--- src/rtl/seq_pattern_gen.sv ---
// Serial pattern transmitter: shifts a captured pattern out MSB-first, repeated
// rep_cnt times with optional idle gaps, ending with a one-cycle done pulse.
module seq_pattern_gen #(
    parameter int PAT_W = 3,
    parameter int CNT_W = 4,
    parameter int GAP_W = 4
) (
    input  logic             clk,
    input  logic             rst,
    input  logic             start,
    input  logic [PAT_W-1:0] pattern,
    input  logic [CNT_W-1:0] rep_cnt,
    input  logic [GAP_W-1:0] gap_len,
    input  logic             idle_val,
    input  logic             abort,
    output logic             out_seq,
    output logic             out_valid,
    output logic             frame_start,
    output logic             busy,
    output logic             done
);
    localparam int IDX_W = (PAT_W > 1) ? $clog2(PAT_W) : 1;
    localparam logic [IDX_W-1:0] IDX_MSB = IDX_W'(PAT_W - 1);

    typedef enum logic [1:0] {S_IDLE, S_SEND, S_GAP} state_t;

    state_t           state_q, state_d;
    logic [IDX_W-1:0] idx_q, idx_d;
    logic [CNT_W-1:0] rem_q, rem_d;
    logic [GAP_W-1:0] gap_cnt_q, gap_cnt_d;
    logic [PAT_W-1:0] pat_q, pat_d;
    logic [GAP_W-1:0] gap_len_q, gap_len_d;
    logic             idle_val_q, idle_val_d;
    logic             done_pend_q, done_pend_d;
    logic             out_seq_q, out_seq_d;
    logic             out_valid_q, out_valid_d;
    logic             frame_start_q, frame_start_d;
    logic             busy_q, busy_d;
    logic             done_q, done_d;

    // The state register selects the bit to present next; the output flops then
    // show it one edge later, which gives the single cycle of start latency.
    always_comb begin
        // NOTE: every signal gets a default first so no path leaves it unassigned (no latches).
        state_d       = state_q;
        idx_d         = idx_q;
        rem_d         = rem_q;
        gap_cnt_d     = gap_cnt_q;
        pat_d         = pat_q;
        gap_len_d     = gap_len_q;
        idle_val_d    = idle_val_q;
        done_pend_d   = 1'b0;
        out_seq_d     = idle_val_q;
        out_valid_d   = 1'b0;
        frame_start_d = 1'b0;
        busy_d        = 1'b0;
        done_d        = done_pend_q;

        unique case (state_q)
            S_IDLE: begin
                if (start && !busy_q) begin
                    if (rep_cnt != '0) begin
                        pat_d      = pattern;
                        gap_len_d  = gap_len;
                        idle_val_d = idle_val;
                        rem_d      = rep_cnt;
                        idx_d      = IDX_MSB;
                        state_d    = S_SEND;
                    end else begin
                        done_pend_d = 1'b1;
                    end
                end
            end
            S_SEND: begin
                busy_d        = 1'b1;
                out_valid_d   = 1'b1;
                out_seq_d     = pat_q[idx_q];
                frame_start_d = (idx_q == IDX_MSB);
                if (idx_q != '0) begin
                    idx_d = idx_q - IDX_W'(1);
                end else if (rem_q == CNT_W'(1)) begin
                    rem_d       = '0;
                    done_pend_d = 1'b1;
                    state_d     = S_IDLE;
                end else begin
                    rem_d = rem_q - CNT_W'(1);
                    if (gap_len_q != '0) begin
                        gap_cnt_d = gap_len_q - GAP_W'(1);
                        state_d   = S_GAP;
                    end else begin
                        idx_d = IDX_MSB;
                    end
                end
            end
            S_GAP: begin
                busy_d = 1'b1;
                if (gap_cnt_q == '0) begin
                    idx_d   = IDX_MSB;
                    state_d = S_SEND;
                end else begin
                    gap_cnt_d = gap_cnt_q - GAP_W'(1);
                end
            end
            default: state_d = S_IDLE;
        endcase

        if (abort && state_q != S_IDLE) begin
            state_d       = S_IDLE;
            done_pend_d   = 1'b0;
            out_seq_d     = idle_val_q;
            out_valid_d   = 1'b0;
            frame_start_d = 1'b0;
            busy_d        = 1'b0;
        end
    end

    // NOTE: all state, including the captured operands, is cleared by reset so a
    // mid-transfer reset can never leak a stale pattern or idle level.
    always_ff @(posedge clk or negedge rst) begin
        if (!rst) begin
            state_q       <= S_IDLE;
            idx_q         <= '0;
            rem_q         <= '0;
            gap_cnt_q     <= '0;
            pat_q         <= '0;
            gap_len_q     <= '0;
            idle_val_q    <= 1'b0;
            done_pend_q   <= 1'b0;
            out_seq_q     <= 1'b0;
            out_valid_q   <= 1'b0;
            frame_start_q <= 1'b0;
            busy_q        <= 1'b0;
            done_q        <= 1'b0;
        end else begin
            // NOTE: non-blocking updates so every flop samples pre-edge values.
            state_q       <= state_d;
            idx_q         <= idx_d;
            rem_q         <= rem_d;
            gap_cnt_q     <= gap_cnt_d;
            pat_q         <= pat_d;
            gap_len_q     <= gap_len_d;
            idle_val_q    <= idle_val_d;
            done_pend_q   <= done_pend_d;
            out_seq_q     <= out_seq_d;
            out_valid_q   <= out_valid_d;
            frame_start_q <= frame_start_d;
            busy_q        <= busy_d;
            done_q        <= done_d;
        end
    end

    assign out_seq     = out_seq_q;
    assign out_valid   = out_valid_q;
    assign frame_start = frame_start_q;
    assign busy        = busy_q;
    assign done        = done_q;
endmodule
--- config.mk ---
export PLATFORM = sky130hd
export DESIGN_NAME = seq_pattern_gen
export DESIGN_NICKNAME = d
export VERILOG_FILES = /design/src/rtl/seq_pattern_gen.sv
export SDC_FILE = /design/constraint.sdc
export NUM_CORES = 1
export LEC_CHECK = 0
export CORE_MARGIN = 4
export CORE_UTILIZATION = 56
export CTS_CLUSTER_SIZE = 28
export DETAILED_ROUTE_END_ITERATION = 7
export DONT_BUFFER_PORTS = 1
export PLACE_DENSITY_LB_ADDON = 0.08
export SKIP_LAST_GASP = 1
export SYNTH_ARGS = -nofsm -noshare
export SYNTH_HDL_FRONTEND = slang
export SYNTH_SLANG_ARGS = --single-unit
--- constraint.sdc ---
create_clock -name clk -period 2.15 [get_ports clk]
set_clock_uncertainty 0.2 [all_clocks]
set_input_delay 0.3225 -clock clk [delete_from_list [all_inputs] [get_ports clk]]
set_output_delay 0.3225 -clock clk [all_outputs]
set_load 0.02 [all_outputs]
# After elaboration in Yosys (flattened, before gate mapping)

Cells that the tools add are included.

Shifts and indexed selects: 0
Divide/modulo/power cells: 0
Equality and inequality tests: 18
$mul: 0
Reductions and logical operators: 18
Magnitude comparators: 1
Muxes and demuxes: 41
Add/sub/neg operators: 4
Bitwise operators: 0

Operator list:

| operator            | number |
|---|---|
| $mux 4              | 8 |
| $mux 2              | 13 |
| $ne 3x3->1 const B  | 6 |
| $pmux 4 s2          | 2 |
| $mux 1              | 14 |
| $ne 2x2->1 const B  | 7 |
| $pmux 2 s3          | 2 |
| $sub 4x1->4 const B | 3 |
| $reduce_and 5->1    | 2 |
| $reduce_bool 2->1   | 4 |
| $reduce_bool 4->1   | 2 |
| $reduce_and 6->1    | 1 |
| $eq 2x2->1 const B  | 2 |
| $eq 4x1->1 const B  | 1 |
| $logic_not 4->1     | 1 |
| $ne 4x4->1 const B  | 1 |
| $reduce_and 4->1    | 1 |
| $lt 2x3->1 const B  | 1 |
| $reduce_and 3->1    | 1 |
| $reduce_bool 3->1   | 1 |
| $bmux 1 s2          | 1 |
| $eq 2x1->1 const B  | 1 |
| $logic_and 1x1->1   | 2 |
| $logic_not 2->1     | 1 |
| 4 further kinds     | 4 |

Memory bits (read-only): 0
Output and inout port bits: 5
Bits in latches: 0
Memories: 0
Word-level logic and storage cells: 95
Bits in writable memories: 0
Input port bits: 16
Register bits after elaboration: 26

# Longest topological paths before layout

Depth after elaboration: 6
Depth in mapped cells: 7
Gate-level depth less buffers: 7

# Worst setup path before layout

No wires, ideal clock.

Kind: flip-flop to flip-flop
Start: register rem_q[1]
End: register gap_cnt_q[0]
Setup slack: 66 ps
Library setup time: 125 ps
Cell stages (with the launch flop): 7
Clock period less this slack: 2,084 ps
Data required time: 1,825 ps
Data arrival time: 1,759 ps
Path buffers: 0
Cells stage by stage: dfrtp_1 -> inv_1 -> ha_1 -> or3b_2 -> a32oi_2 -> a21o_2 -> mux2_4

Longest elaborated chain between the ends: 3

Ends and longest elaborated chain:

| element                    | RTL line | RTL |
|---|---|---|
| start, declared            | 29       | `logic [CNT_W-1:0] rem_q, rem_d;` |
| start signal, assigned     | 138      | `rem_q <= rem_d;` |
| $eq 4x1->1                 | 81       | `end else if (rem_q == CNT_W'(1)) begin` |
| $ne 2x2->1 (no line)       | -        |  |
| $reduce_and 5->1 (no line) | -        |  |
| end signal, assigned       | 139      | `gap_cnt_q <= gap_cnt_d;` |
| end, declared              | 30       | `logic [GAP_W-1:0] gap_cnt_q, gap_cnt_d;` |

Every way passes these cells.
A chain may end at the register's enable or synchronous reset.

# Worst setup path after layout

Start: register gap_len_q[1]
End: register state_q[0]

Longest elaborated chain between the ends: 3

Ends and longest elaborated chain:

| element                    | RTL line | RTL |
|---|---|---|
| start, declared            | 32       | `logic [GAP_W-1:0] gap_len_q, gap_len_d;` |
| start signal, assigned     | 141      | `gap_len_q <= gap_len_d;` |
| $reduce_bool 4->1          | 87       | `if (gap_len_q != '0) begin` |
| $ne 4x4->1 (no line)       | -        |  |
| $reduce_and 5->1 (no line) | -        |  |
| end signal, assigned       | 136      | `state_q <= state_d;` |
| end, declared              | 27       | `state_t state_q, state_d;` |

Every way passes these cells.

==> results.md <==
* Post-Syn Nets at 173
* Leakage at just over 0.8 nW
* Floorplan die width at 60.3 um
* Part of the total power dissipated in the clock network at 13.1%
* CTS Root Buffer Type: sky130_fd_sc_hd__clkbuf_4
* Hold Path Depth at 2
* Switch Pwr at around 1.0 mW
* Row count at 18
* Number of cells on the worst reg-to-reg path at 4
* Period Utilization, post-route at between 90% and 100%
* Register-to-register setup slack at 0.06 ns
* Highest layer used for signal routing: met4
* Required time of the worst setup path at 2.18 ns
* Top achievable clock speed at 0.479 GHz
* Routed WL per cell at 15.8 um
* Top area cells in the synthesized netlist: sky130_fd_sc_hd__dfrtp_1 42%, sky130_fd_sc_hd__ha_1 11%, sky130_fd_sc_hd__mux2_1 5.1%, sky130_fd_sc_hd__mux2i_1 4.6%, sky130_fd_sc_hd__inv_1 3.2%
* I/O pin cnt at 21
* Final number of hold-violating endpoints at 1
* Remaining max-slew budget at the tightest pin at 71.2%
* Share of synthesized flip-flops with an asynchronous set or reset at 100%
* Internal cell power at roughly 1.5 mW
* Main synth FF type: sky130_fd_sc_hd__dfrtp_1
* Final setup vio count at 0
* Reg-to-reg critical path endpoint: state_q[0]
* Fraction of power consumed by sequential logic at a little under two fifths
* Beginning of the worst hold path: rep_cnt[0]
* Switching share of total power at between 40% and 50%
* Initial standard-cell utilization of the core at 60.2%
* IO Port Bufs at 0
* Setup repair after global routing missed its margin: yes
* Result of the run: finished, violations left
* Slew @ Worst Pin at 0.429 ns
* Distinct cell type count after synthesis at 42
* Weighted congestion reported at the end of routability-driven placement at between 0.8 and 0.9
* Shortest clock period the worst path allows after layout at roughly 2.1 ns
* Per-cell via count in the routed design at 5.88
* Register area share after synthesis at 42.5%
* Cell with the largest stage delay on the worst path: sky130_fd_sc_hd__or4_4
* Iter 0 DRT Violations at 27
* CP startpoint kind: flop
* Area of the mapped netlist at about 1500 um2
* Adder-cell share of the synthesized area at 10.6%
* Footprint of the multi-input gates at 835 um2
* Detailed Route WL at 3110 um
* Global-route wire length before repair at 5070 um
* Number of warnings printed during yosys synthesis at 0
* Reg-to-reg critical path startpoint: gap_len_q[1]
* Number of global-route vias before repair at 1180
* Worst hold path class: primary input to flop
* Core area at around 2500 um2
* Clock latency on the worst-skew pair at 0.33 ns
* Critical-path maximum fanout at 5
* Area grow syn2layout at 19.6%
* Fill cell count at 195
* DR WL met3 at 135 um
* All-Layer GR Usage at about a fifth
* Fraction of final layout cells with drive strength greater than 1 at 19.2%
* HPWL reported at the end of detailed placement at ~2300 um
* Hold-critical path endpoint: rem_q[0]
* Crit path capture type: flop
* Critical path's largest stage delay at 0.58 ns
* Post-Syn Instances at about 140
* Logic pwr share at 49.6%
* Die Footprint at 3640 um2
* Violations in the final reports: negative hold slack
* Initial DRT Pass Iterations at 4
* Mean post-synth cell area at approximately 11 um2
* Commonest non-fill, non-tap cell in the layout: sky130_fd_sc_hd__dfrtp_1
* Largest net degree at the start of global routing at 27
* Mux contribution to synthesized area at around an eighth
* Count of state elements after synthesis at 26
* Combinational family with the most area after synthesis: simple AND/OR/NAND/NOR gates
* Cell type with the highest aggregate area in the netlist: sky130_fd_sc_hd__dfrtp_1
* Layout Nets at 197
* Antenna violations before repair at 0
* Pwr Density at 1410 nW/um2
* Number of clock buffers inserted by TritonCTS at 3
* Number of clock sinks at 26
* Inserted Diodes at 0
* Detailed-route DRC error count at 0
* Commonest non-fill, non-tap cells in the layout: 26 x sky130_fd_sc_hd__dfrtp_1, 12 x sky130_fd_sc_hd__inv_1, 12 x sky130_fd_sc_hd__ha_1, 12 x sky130_fd_sc_hd__dlygate4sd3_1
* Number of flops mapped to enable cells by yosys at 0
* Die boundary height at 60.3 um
* Count of antenna-violating nets left after detailed routing at 0
* Crit path cell chain: or4_4 -> o21a_1 -> o221ai_2 -> mux2_1
* Clock transition at the register clock pins on the worst setup and hold paths after CTS at 0.14 ns
* Sequential cell area at between 600 and 700 um2
* Clock tree from TritonCTS: yes
* Max Slew Vio Count at 0
* Total number of vias at 1158
* CTS H-tree lvls at 1
* Clock tree buffer depth at 2
* Met2 wire len at around 1500 um
* Parity-gate share of the synthesized area counting xor and xnor cells at 0%
* Maximum ir drop on the vdd rail at 0.884 mV
* Area share of and/or/nand/nor cells after synthesis at between 10% and 20%
* Met1 routed wirelength after detailed routing at 1390 um
* Share of the synthesized area in compound gates (AO/OA/AOI/OAI) at 13.5%
* CP arrival at approximately 2.1 ns
* Number of maximum-capacitance violations at 0
* Fraction of post-synthesis cell area in the top cell type by area at between 40% and 50%
* Worst Path Class, Setup: flop to flop
* Residual overflow from global routing at 0
* Post-route total power at around 2.6 mW
* Worst hold-check slack at -0.00261 ns
## worst max path at each step
stage,from,to,cells past startpoint
floorplan,rem_q[1],gap_cnt_q[0],6
global placement,rem_q[1],gap_cnt_q[0],6
detailed placement,rem_q[1],gap_cnt_q[0],6
CTS,rem_q[1],gap_cnt_q[0],6
global route,state_q[0],gap_cnt_q[3],6
finish,gap_len_q[1],state_q[0],4
## synth_stat cells, types with 3 or more instances
master                      n
sky130_fd_sc_hd__mux2_1     7
sky130_fd_sc_hd__dfrtp_1   26
sky130_fd_sc_hd__inv_1     13
sky130_fd_sc_hd__nor3_1     3
sky130_fd_sc_hd__nand2b_1   3
sky130_fd_sc_hd__mux2_2     3
sky130_fd_sc_hd__o21ai_1    4
sky130_fd_sc_hd__a21oi_1    6
sky130_fd_sc_hd__nand2_1    9
sky130_fd_sc_hd__mux2i_1    7
sky130_fd_sc_hd__nor2_1     9
sky130_fd_sc_hd__ha_1      13
## metal layers
metal | global-route usage, % | vias to the layer above
met4 | 11.1 | 0
met3 | 3.02 | 10
li1 | - | 564
met5 | 0 | -
met1 | 22.1 | 552
met2 | 32.6 | 32
## stage by stage
stage | utilization [%] | setup TNS, ns | setup slack, ns | instance area (um2) | instances
after floorplan | - | 0 | 0.0661 | 1530 | 144
after global placement | 63.2 | 0 | 0.134 | 1610 | 178
after detailed placement | 63.2 | 0 | 0.0571 | 1610 | 178
after CTS | 70.8 | 0 | 0.0302 | 1800 | 195
after global routing | 72.0 | -0.0567 | -0.0567 | 1830 | 197
final | 72.0 | 0 | 0.0617 | 1830 | 197
## critical path, delay by kind of cell (launching register included)
kind	cells	cell delay, ns
AO/OA/AOI/OAI	2	0.44
flip-flops	1	0.42
multiplexers	1	0.34
AND/OR/NAND/NOR	1	0.58
## layout make-up
cell class              instances  area share [%]
multi-input cells             102            45.6
flip-flops and latches         26            35.5
clock inverters                 1            1.64
repair buffers                 22            11.3
inverters                      13            2.66
well taps                      30            2.05
clock buffers                   3            1.23
## power by group through the flow
stage,Combinational (mW),Clock (mW),Sequential [mW]
after global routing,1.45,0.364,0.990
after detailed placement,1.19,0,0.964
after CTS,1.22,0.346,0.954
after global placement,1.13,0,0.954
after floorplan,0.906,0,0.914
final,1.28,0.340,0.963
## timing repair
| item | 4_1_cts | 5_1_grt |
|---|---|---|
| endpoints found under the setup margin | 0 | 5 |
| gates resized for setup | 0 | 8 |
| setup buffers | 0 | 2 |
| hold buffers | 13 | 0 |
| hold endpoints to repair | 37 | 0 |
## state kept, by name (all words and copies together) (netlist names)
signal	flops
state_q	2
frame_start	1
gap_len_q	4
idle_val_q	1
pat_q	3
busy	1
gap_cnt_q	4
out_seq	1
out_valid	1
done_d	1
rem_q	4
done	1
idx_q	2
## kinds of logic (layout without fill, tap and decap cells)
logic type,count (synthesis),count (layout)
compound gates,28,28
fa+ha+maj,13,13
buf+inv,16,39
flops,26,26
mux,18,18
simple gates,43,43
(Power assumes the default switching activity.)
==> variant 1 (same settings) <==
Re-encode `state_t` (3 states) as one-hot, 3 bits wide.
--- a/src/rtl/seq_pattern_gen.sv
+++ b/src/rtl/seq_pattern_gen.sv
@@ -23,5 +23,5 @@
     localparam logic [IDX_W-1:0] IDX_MSB = IDX_W'(PAT_W - 1);
 
-    typedef enum logic [1:0] {S_IDLE, S_SEND, S_GAP} state_t;
+    typedef enum logic [2:0] {S_IDLE = 3'b001, S_SEND = 3'b010, S_GAP = 3'b100} state_t;
 
     state_t           state_q, state_d;
Behaviour: same outputs for any inputs over 10 cycles, from zero or initial values and one cycle with rst low; not proved beyond that.
==> variant 1 against the original RTL <==
  * Final area decreased by 2.2%
  * Via count fell by 2.2%
  * Setup slack better by 0.015 ns
  * Wire length up 0.81%
  * Sequential share of layout area increased by 2.3 points
  * Utilization down 0.30 points
  * Total power decreased by 13%
  * Sequential cell count is 1 higher
  * Synthesized area fell by 2.8%
  * Non-clock buffer count is 7 higher
  * Critical endpoint is now idx_q[1]
==> variant 1: results (changes against the original RTL) <==
Placed design
  • Placed inst area: 0.001584 mm^2 (-1.6%)
  • Setup Slack @ Placement: -0.03723 ns (-0.09433 ns)
  • GP Congestion: 0.8817 (-1.6%)
  • Instance count after placement with tap cells included: 172 (-3.4%)
  • Detailed placement HPWL: 2.321 mm (+1.6%)

Routing
  • Routed length on met3: 136 um (+0.74%)
  • Detailed Route Iter0 Violations: 67 (+150%)
  • Via total after detailed routing: 1133 (-2.2%)
  • Number of vias per cell after detailed routing: 5.901 (+0.39%)
  • Wire length after detailed routing: 3.130 mm (+0.81%)
  • Amount of wire on met2 after detailed routing: 1.486 mm (-0.20%)
  • Routed metal-1 wire length: 1.442 mm (+3.6%)

Global route
  • First-pass GRT wire length: 5.430 mm (+7.1%)
  • Met2 track utilization from global routing: 0.3370 (+0.01136)
  • Maximum number of pins on one net before global-route repair: 28 (+3.7%)
  • Fraction of met3 tracks used by global routing: 0.02179 (-0.008451)
  • Global-route met1 utilization: 0.2662 (+0.04518)
  • All-Layer GR Usage: 0.2033 (+0.01330)
  • Via count of the first global-routing pass: 1216 (+3.1%)

Setup path
  • Signal arrival time at the worst endpoint: 2.14 ns (+0.02 ns)
  • Highest net fanout along the worst path: 4 (-1)
  • Capture point of the worst reg-to-reg path: idx_q[1]

Logic synthesis
  • Netlist cell types: 45 (+7.1%)
  • Mapped Nets: 155 (-10%)
  • Top cell types by occurrence after synthesis: 26 x sky130_fd_sc_hd__dfrtp_1, 9 x sky130_fd_sc_hd__mux2_2, 8 x sky130_fd_sc_hd__nor2_1
  • Largest cells by area after synthesis: sky130_fd_sc_hd__dfrtp_1 44%, sky130_fd_sc_hd__mux2_2 6.8%, sky130_fd_sc_hd__ha_1 4.2%
  • Part of the Yosys area used for sequential elements: 0.4546 (+0.02979)
  • Mean post-synth cell area: 11.11 um^2 (+4.5%)

Clock network
  • Insertion delay to the later sink of the worst-skew pair: 0.33 ns (about the same)

STA
  • Worst slew pin tran: 0.4276 ns (-0.001376 ns)
  • Post-Route Hold Slack: 0.006257 ns (+0.008862 ns)
  • Number of endpoints with negative hold slack in the final report: 0 (-1)

Power
  • Static power due to leakage: 0.7876 nW (-3.9%)
  • Maximum VDD drop: 0.8636 mV (-2.3%)

Outcome
  • Outcome: finished, final reports clean

Worst hold path
  • Origin of the worst min-delay path: rep_cnt[3]

Cells and area
  • Fraction of layout instances using a drive strength above 1: 0.2469 (+0.05530)
  • Number of nets in the layout: 184 (-6.6%)
-- variant 1: cell types whose count changed in the layout (fill, tap and decap cells not counted), moves of 5 or more --
cell                      before  now
sky130_fd_sc_hd__mux2_1        7    0
sky130_fd_sc_hd__mux2_2        3    9
sky130_fd_sc_hd__buf_4         9   14
sky130_fd_sc_hd__o21ai_0       1    6
sky130_fd_sc_hd__inv_1        12    7
sky130_fd_sc_hd__ha_1         12    5
-- variant 1: cells by family after synthesis --
logic type,synth area share
flip-flops,0.4546
multiplexers,0.1118
adder cells (fa/ha/maj),0.04202
AND/OR/NAND/NOR,0.1706
AO/OA/AOI/OAI,0.1706
buffers and inverters,0.04454
XOR/XNOR,0.005883
-- variant 1: where the power goes --
part / switching (mW) / internal [mW]
registers: 0.218 / 0.720
clock network: 0.149 / 0.0728
logic: 0.497 / 0.584
total: 0.864 / 1.38
-- variant 1: how the worst max path moves through the flow --
stage	startpoint	to	slack, ns
2_1_floorplan	gap_len_q[1]	idx_q[1]	0.1
3_3_place_gp	gap_len_q[1]	idx_q[1]	0.07
3_5_place_dp	idx_q[1]	idx_q[0]	-0.04
4_1_cts	gap_len_q[1]	idx_q[1]	0.01
5_1_grt	idx_q[1]	idx_q[0]	0.001
6_report	gap_len_q[1]	idx_q[1]	0.08
-- variant 1: final cells by class --
type / instances / area (um^2)
Multi-Input combinational cell: 95 / 759.5
Tap cell: 30 / 37.54
Fill cell: 185 / 708.2
Sequential cell: 27 / 676.9
Timing Repair Buffer: 29 / 265.3
Clock buffer: 4 / 26.28
Inverter: 7 / 26.28
-- variant 1: repair_timing --
action                     4_1_cts  5_1_grt
setup buffers                    0        1
setup endpoints to repair        1       10
hold endpoints to repair        41        0
gates resized for setup          1        2
hold buffers                    15        0
pin swaps                        0        1
==> variant 2 (config.mk and constraints unchanged) <==
Made on the original files. Change the parameter `CNT_W` from 4 to 3.
--- a/src/rtl/seq_pattern_gen.sv
+++ b/src/rtl/seq_pattern_gen.sv
@@ -3,5 +3,5 @@
 module seq_pattern_gen #(
     parameter int PAT_W = 3,
-    parameter int CNT_W = 4,
+    parameter int CNT_W = 3,
     parameter int GAP_W = 4
 ) (
Interface: changed (resized rep_cnt); port bits go from 21 to 20. No check against the original RTL was run, so the function may have changed too.
==> variant 2 against the original RTL <==
  * Synthesized area is 5.6% lower
  * Synthesized cell count is 8.3% lower
  * Total power is 12% lower
  * Combinational power is 9% lower
  * Global-route usage is 0.66 points lower
  * Wire length is 8.6% lower
  * Non-clock buffer count is 2 lower
  * Setup slack worse by 0.0058 ns
  * Clock power is 35% lower
  * Die area is 4.8% lower
  * Sequential cell count is 1 lower
  * Utilization is 3.3 points lower
  * Final area is 7.1% lower
  * Critical path type unchanged
  * Largest cell class unchanged
  * Highest routed layer unchanged
==> variant 2: results (changes against the original RTL) <==
Cells and area
  • Count of inverters not on the clock network in the layout: 9 (-4)
  • Area fraction of clock buffers and clock inverters: 0.01765 (-0.01104)
  • Seq area share: 0.3676 (+0.01246)
  • Registers with the highest flip-flop counts: gap_cnt_q x4, gap_len_q x4
  • Multi-input gate share of total cell area: 0.4610 (+0.005430)
  • Non-Clock Buffer Count: 20 (-9.1%)
  • Multi-input gate count: 95 (-6.9%)
  • Fraction of layout instances using a drive strength above 1: 0.2092 (+0.01753)
  • Fillers: 199 (+2.1%)
  • Number of nets in the layout: 181 (-8.1%)

Power
  • Switching power summed over all nets: 0.9160 mW (-13%)
  • Static power due to leakage: 0.7472 nW (-8.8%)
  • Clock network power consumption: 0.220 mW (-35%)
  • Share of power burned in the clock network: 0.097 (-0.034)
  • Sequential power: 0.895 mW (-7.1%)

Logic synthesis
  • Post-synth design cell area: 0.001446 mm^2 (-5.6%)
  • Top cell types by occurrence after synthesis: 25 x sky130_fd_sc_hd__dfrtp_1, 12 x sky130_fd_sc_hd__ha_1, 10 x sky130_fd_sc_hd__mux2_2
  • Largest cells by area after synthesis: sky130_fd_sc_hd__dfrtp_1 43%, sky130_fd_sc_hd__ha_1 10%, sky130_fd_sc_hd__mux2_2 7.8%
  • Parity-gate share of the synthesized area counting xor and xnor cells: 0.006055 (+0.006055)
  • Mapped Nets: 159 (-8.1%)
  • Register bit count reported by yosys: 25 (-3.8%)
  • Netlist cell types: 37 (-12%)
  • Mux cell area share after synthesis: 0.1436 (+0.01451)
  • Post-synthesis compound-gate area fraction: 0.1047 (-0.03013)
  • Share of synthesized cell area in full adder, half adder and majority cells: 0.1038 (-0.002403)

Global route
  • All-Layer GR Usage: 0.1834 (-0.006562)
  • First-pass GRT wire length: 4.850 mm (-4.4%)
  • Via count of the first global-routing pass: 1120 (-5.1%)
  • Maximum number of pins on one net before global-route repair: 26 (-3.7%)
  • Initial antenna violation count: 0 (unchanged)

Setup path
  • Delay contributed by the slowest stage of the critical path: 0.55 ns (-0.03 ns)
  • Critical path's top delay family: simple AND/OR/NAND/NOR gates
  • Highest net fanout along the worst path: 4 (-1)

Placed design
  • Detailed placement HPWL: 2.062 mm (-9.8%)
  • GP Congestion: 0.9024 (+0.70%)
  • Placed inst area: 0.001533 mm^2 (-4.7%)

Routing
  • WL/cell: 15.50 um (-1.6%)
  • Number of detailed-route iterations in the first pass: 3 (-1)
  • Detailed Route Iter0 Violations: 25 (-7.4%)

Outcome
  • Outcome: finished, final reports clean

Worst hold path
  • Hold Crit Depth: 4 (+2)

STA
  • Worst slew pin tran: 0.3981 ns (-0.03090 ns)
[variant 2: cell types whose count changed after synthesis, moves of 3 or more]
cell / delta
sky130_fd_sc_hd__inv_1: -4
sky130_fd_sc_hd__o221ai_1: +3
sky130_fd_sc_hd__mux2_1: -7
sky130_fd_sc_hd__mux2_2: +7
sky130_fd_sc_hd__nor3_1: -3
sky130_fd_sc_hd__o21ai_1: -4
sky130_fd_sc_hd__a21oi_1: -4
sky130_fd_sc_hd__nand2b_1: +4
[variant 2: worst paths after layout]
| path | end | slack (ns) | from |
|---|---|---|---|
| max in group asynchronous | out_valid | 1.40 | rst |
| setup / recovery | idx_q[1] | 0.06 | gap_cnt_q[3] |
| min in group asynchronous | rem_q[1] | 0.21 | rst |
| hold / removal | rem_q[1] | 0.04 | rep_cnt[1] |
| setup reg to reg | idx_q[1] | 0.06 | gap_cnt_q[3] |
| hold reg to reg | done | 0.18 | done_d |
[variant 2: routing by layer]
layer | up-vias | track usage | routed length, um
li1 | 515 | - | -
met1 | 521 | 0.2337 | 1262
met2 | 17 | 0.2965 | 1383
met3 | 8 | 0.03728 | 119
met4 | 0 | 0.08738 | 72
met5 | - | 0 | 0
[variant 2: per-stage QoR]
stage | setup slack [ns] | utilization | cells | hold slack [ns]
final | 0.05584 | 0.6869 | 183 | 0.04160
after CTS | 0.01712 | 0.6833 | 183 | 0.03742
after detailed placement | 0.03114 | 0.6187 | 167 | -0.1724
after floorplan | 0.1137 | - | 132 | -0.1731
after global routing | -0.04633 | 0.6869 | 183 | 0.04872
after global placement | 0.09088 | 0.6187 | 167 | -0.1724
[variant 2: what timing repair did]
item | 4_1_cts | 5_1_grt
endpoints found under the setup margin | 0 | 8
gates resized for setup | 0 | 2
hold endpoints to repair | 35 | 0
hold buffers | 12 | 0
